## config.mk

```make
export PLATFORM = sky130hd
export DESIGN_NAME = io_responder
export DESIGN_NICKNAME = d
export VERILOG_FILES = /design/src/rtl/io_responder.sv
export SDC_FILE = /design/constraint.sdc
export NUM_CORES = 1
export LEC_CHECK = 0
export BUFFER_PORTS_ARGS = -buffer_cell sky130_fd_sc_hd__buf_2
export CAP_MARGIN = 30
export CORE_MARGIN = 10
export CORE_UTILIZATION = 52
export DETAILED_ROUTE_END_ITERATION = 16
export GPL_TIMING_DRIVEN = 1
export MAX_ROUTING_LAYER = met4
export PLACE_DENSITY = 0.8
export SETUP_SLACK_MARGIN = 0.5
export SLEW_MARGIN = 20
export SYNTH_ARGS = -nofsm -noshare
export SYNTH_HDL_FRONTEND = slang
export SYNTH_SLANG_ARGS = --single-unit
```

## constraint.sdc

```tcl
create_clock -name clk -period 1.95 [get_ports clk]
set_input_delay 0 -clock clk [delete_from_list [all_inputs] [get_ports clk]]
set_output_delay 0 -clock clk [all_outputs]
set_load 0.1 [all_outputs]
```

## src/rtl/io_responder.sv

```systemverilog
// Byte-wide I/O responder: a host-to-CPU input FIFO and a CPU-to-host output FIFO,
// with sticky underflow/overflow flags for CPU accesses that could not be honoured.
module io_responder #(
    parameter int unsigned DEPTH = 4
) (
    input  logic                       clk,
    input  logic                       rst,
    input  logic                       IEnable,
    output logic [7:0]                 I,
    input  logic                       OEnable,
    input  logic [7:0]                 O,
    input  logic                       in_valid,
    input  logic [7:0]                 in_data,
    output logic                       in_ready,
    output logic                       out_valid,
    output logic [7:0]                 out_data,
    input  logic                       out_ready,
    output logic [$clog2(DEPTH):0]     in_level,
    output logic [$clog2(DEPTH):0]     out_level,
    output logic                       underflow,
    output logic                       overflow,
    input  logic                       clear_flags
);

    localparam int unsigned AW = $clog2(DEPTH);
    localparam int unsigned LW = AW + 1;

    logic [7:0]    in_mem_q  [DEPTH];
    logic [AW-1:0] in_wp_q, in_rp_q;
    logic [LW-1:0] in_level_q;

    logic [7:0]    out_mem_q [DEPTH];
    logic [AW-1:0] out_wp_q, out_rp_q;
    logic [LW-1:0] out_level_q;

    logic underflow_q, overflow_q;

    logic in_push, in_pop, in_empty;
    logic out_push, out_pop, out_full;
    logic underflow_set, overflow_set;

    always_comb begin
        in_empty      = (in_level_q == '0);
        in_ready      = (in_level_q < LW'(DEPTH));
        in_push       = in_valid & in_ready;
        in_pop        = IEnable & ~in_empty;
        underflow_set = IEnable & in_empty;

        out_valid     = (out_level_q != '0);
        out_full      = (out_level_q == LW'(DEPTH));
        out_pop       = out_valid & out_ready;
        // A full FIFO still takes a write when the host frees a slot on the same edge.
        out_push      = OEnable & (~out_full | out_pop);
        overflow_set  = OEnable & out_full & ~out_pop;

        I         = in_empty ? 8'h00 : in_mem_q[in_rp_q];
        out_data  = out_valid ? out_mem_q[out_rp_q] : 8'h00;
        in_level  = in_level_q;
        out_level = out_level_q;
        underflow = underflow_q;
        overflow  = overflow_q;
    end

    always_ff @(posedge clk or negedge rst) begin
        if (!rst) begin
            for (int i = 0; i < DEPTH; i++) begin
                in_mem_q[i] <= 8'h00;
            end
            in_wp_q    <= '0;
            in_rp_q    <= '0;
            in_level_q <= '0;
        end else begin
            if (in_push) begin
                in_mem_q[in_wp_q] <= in_data;
                in_wp_q           <= in_wp_q + AW'(1);
            end
            if (in_pop) begin
                in_rp_q <= in_rp_q + AW'(1);
            end
            case ({in_push, in_pop})
                2'b10:   in_level_q <= in_level_q + LW'(1);
                2'b01:   in_level_q <= in_level_q - LW'(1);
                default: in_level_q <= in_level_q;
            endcase
        end
    end

    always_ff @(posedge clk or negedge rst) begin
        if (!rst) begin
            for (int i = 0; i < DEPTH; i++) begin
                out_mem_q[i] <= 8'h00;
            end
            out_wp_q    <= '0;
            out_rp_q    <= '0;
            out_level_q <= '0;
        end else begin
            if (out_push) begin
                out_mem_q[out_wp_q] <= O;
                out_wp_q            <= out_wp_q + AW'(1);
            end
            if (out_pop) begin
                out_rp_q <= out_rp_q + AW'(1);
            end
            case ({out_push, out_pop})
                2'b10:   out_level_q <= out_level_q + LW'(1);
                2'b01:   out_level_q <= out_level_q - LW'(1);
                default: out_level_q <= out_level_q;
            endcase
        end
    end

    // Set events take priority over a same-edge clear.
    always_ff @(posedge clk or negedge rst) begin
        if (!rst) begin
            underflow_q <= 1'b0;
            overflow_q  <= 1'b0;
        end else begin
            if (underflow_set)    underflow_q <= 1'b1;
            else if (clear_flags) underflow_q <= 1'b0;
            if (overflow_set)     overflow_q  <= 1'b1;
            else if (clear_flags) overflow_q  <= 1'b0;
        end
    end

endmodule

```

==> results.json <==
{
  "cts_tree": "done",
  "grt_pass1_wl_um": 14400,
  "required_ns": 2.22,
  "hp-class": "in -> reg",
  "status": "finished, final reports clean",
  "yosysSeqAreaShare": 0.5364,
  "crit_chain": "nor4b_4 -> or2b_4 -> ha_4 -> inv_2 -> fa_2 -> xor2_1 -> nor2_1 -> xor2_1",
  "die_x_um": 104.7,
  "endpoint_kind": "flip-flop",
  "regToRegSetupSlack_ns": 0.02,
  "min_period_ns": 1.927,
  "wl_per_cell_um": 21.51,
  "fin_util": 0.8372,
  "final.period_utilization": 0.9884,
  "cp_slowest_stage_delay_ns": 0.51,
  "setup_tns_ns": 0,
  "overflow": 0,
  "fin_skew_ns": 0.009744,
  "path_class": "reg -> reg",
  "cp.arrival_ns": 2.20,
  "netlist_area_sq_um": 3732,
  "grt_max_degree": 48,
  "final_nets": 402,
  "tightest_slew_ns": 0.5268,
  "clock_sinks": 80,
  "rows": 30,
  "io_pins": 49,
  "async_flop_share": 1.000,
  "synth_top_area_cell": "dfrtp_1",
  "yosys-top-cells-area": "dfrtp_1, mux2_2, mux4_2",
  "drt-initial-drc-count": 94,
  "fin_cells": 468,
  "crit_path_start_kind": "flip-flop",
  "cts_made_buffers": 9,
  "syn_to_final_growth_pct": 54.07,
  "port-buffer-count": 48,
  "crit_family": "simple AND/OR/NAND/NOR gates",
  "finalHoldViolations": 0,
  "viasPerCell": 5.380,
  "ys_types": 23,
  "synth_edf_count": 0,
  "min_to": "out_rp_q[0]",
  "antenna_cells": 0,
  "start_util": 0.5434,
  "maxSlewViolCount": 0,
  "antenna_found_initial": 0,
  "grt_pass1_vias": 2786,
  "relSlewSlack": 0.6488,
  "drc": 0,
  "yosysWarningCount": 0,
  "timing.rr.end": "out_level[2]",
  "ys_seq_elements": 80,
  "fmax_mhz": 518.8,
  "post-place-cells": 403,
  "setup_viol": 0,
  "ys.flop_type": "dfrtp_1",
  "clkTransAtPathRegs_ns": 0.09,
  "cts_buffer_depth": 2,
  "clock-root-buffer": "clkbuf_8",
  "avgSynthCellArea_sq_um": 14.69,
  "nFillCells": 320,
  "whs_ns": 0.1277,
  "r2r-start": "out_level[0]",
  "maxCapViolCount": 0,
  "htree_levels": 3,
  "core_sq_um": 6869,
  "finalWeightedCongestion": 0.7042,
  "worst-path-buf-inv": 1,
  "clk_latency_ns": 0.35,
  "totalWireLength_um": 10070,
  "dp_hpwl_um": 5178,
  "drive_gt1_frac": 0.6398,
  "gr-usage-all-layers": 0.1671,
  "synthCells": 254,
  "cpMaxStageDelayCell": "dfrtp_4",
  "die_y_um": 104.7,
  "syn-num-nets": 289,
  "crit_path_frequent_cell": "xor2_1",
  "dieArea_sq_um": 10970,
  "hold_start": "out_ready",
  "drt_pass1_iterations": 4,
  "r2r_cells": 8,
  "rsz0062_at_grt": "yes",
  "vias": 2518,
  "critPathMaxFanout": 3,
  "final_antenna_net_count": 0,
  "yosysTopAreaCellShare": 0.5364,
  "min_path_cells": 4
}
placed cells by master, fill, tap and decap left out, drive strengths merged, types with 5 or more instances in the layout:
cell	count
and2	18
dlygate4sd3	21
nor2	6
mux2	65
buf	87
nand2	11
xnor2	7
inv	17
clkbuf	10
dfrtp	80
ha	10
mux4	16
xor2	5
how the worst max path moves through the flow:
stage,endpoint,start,slack [ns],depth (start not counted)
detailed placement,out_level[2],out_level[0],-0.03,8
finish,out_level[2],out_level[0],0.02,8
CTS,out_level[2],out_level[1],-0.001,8
floorplan,out_level[2],out_level[0],-0.31,8
global placement,out_level[2],out_level[0],0.04,8
global route,out_level[2],out_level[0],-0.11,8
layer usage:
layer | global-route usage | vias to the layer above | wire length [um]
met2 | 0.2856 | 68 | 5496
met3 | 0.03440 | 17 | 453
met1 | 0.1894 | 1320 | 3941
li1 | - | 1113 | -
met4 | 0.06078 | 0 | 177
met5 | - | - | 0
registers in the layout, indices dropped and copies added, names as in the netlist:
signal and cells:
in_level 3, in_mem_q 32, in_rp_q 2, in_wp_q 2, out_level 3, out_mem_q 32, out_rp_q 2, out_wp_q 2
overflow 1, underflow 1
cell families (layout without fill, tap and decap cells):
logic type	Yosys count	in the layout	synth area share
compound gates	4	4	0.005699
xor+xnor	12	12	0.02816
fa+ha+maj	12	12	0.04425
buf+inv	22	140	0.02347
flops	80	80	0.5364
mux	82	82	0.2953
simple gates	42	42	0.06671
tightest hold or removal path, stage by stage:
cell    delay [ns]
buf_2         0.12
and2_4        0.17
buf_4         0.10
xor2_1        0.05
per-stage QoR:
| stage | worst slack (ns) | instance area, sq um |
|---|---|---|
| finish | 0.02252 | 5751 |
| global route | -0.1115 | 5751 |
| CTS | -0.001130 | 5304 |
| detailed placement | -0.03022 | 4313 |
| global placement | 0.03683 | 4313 |
| floorplan | -0.3094 | 3906 |
layout make-up:
class	instances	area (sq um)	share of cell area
clock buffer	9	123.9	0.02154
clock inverter	7	55.05	0.009574
inverter	15	56.30	0.009791
multi-input combinational	152	2123	0.3692
sequential	80	2024	0.3520
tap	96	120.1	0.02089
timing repair buffer	109	1247	0.2169
cells in the mapped netlist, types with 3 or more instances:
library cell and instances:
nor2_2 4, ha_1 10, buf_2 4, dfrtp_1 80, and2_1 18, inv_1 15, o21ai_0 3, mux4_2 16
mux2_2 65, xnor2_1 7, clkbuf_1 3, xor2_1 5, nand2_1 11
repair_timing:
action / in CTS / in global routing
cloned: 2 / 1
endpoints found under the hold margin: 101 / 1
hold buffers: 20 / 1
gates resized for setup: 107 / 79
buffers inserted: 15 / 10
setup endpoints to repair: 75 / 89
pin swaps: 22 / 13
Power is left out: the tool's default activity adds up to more than one toggle a clock period on the data nets, which glitch-free logic cannot reach.
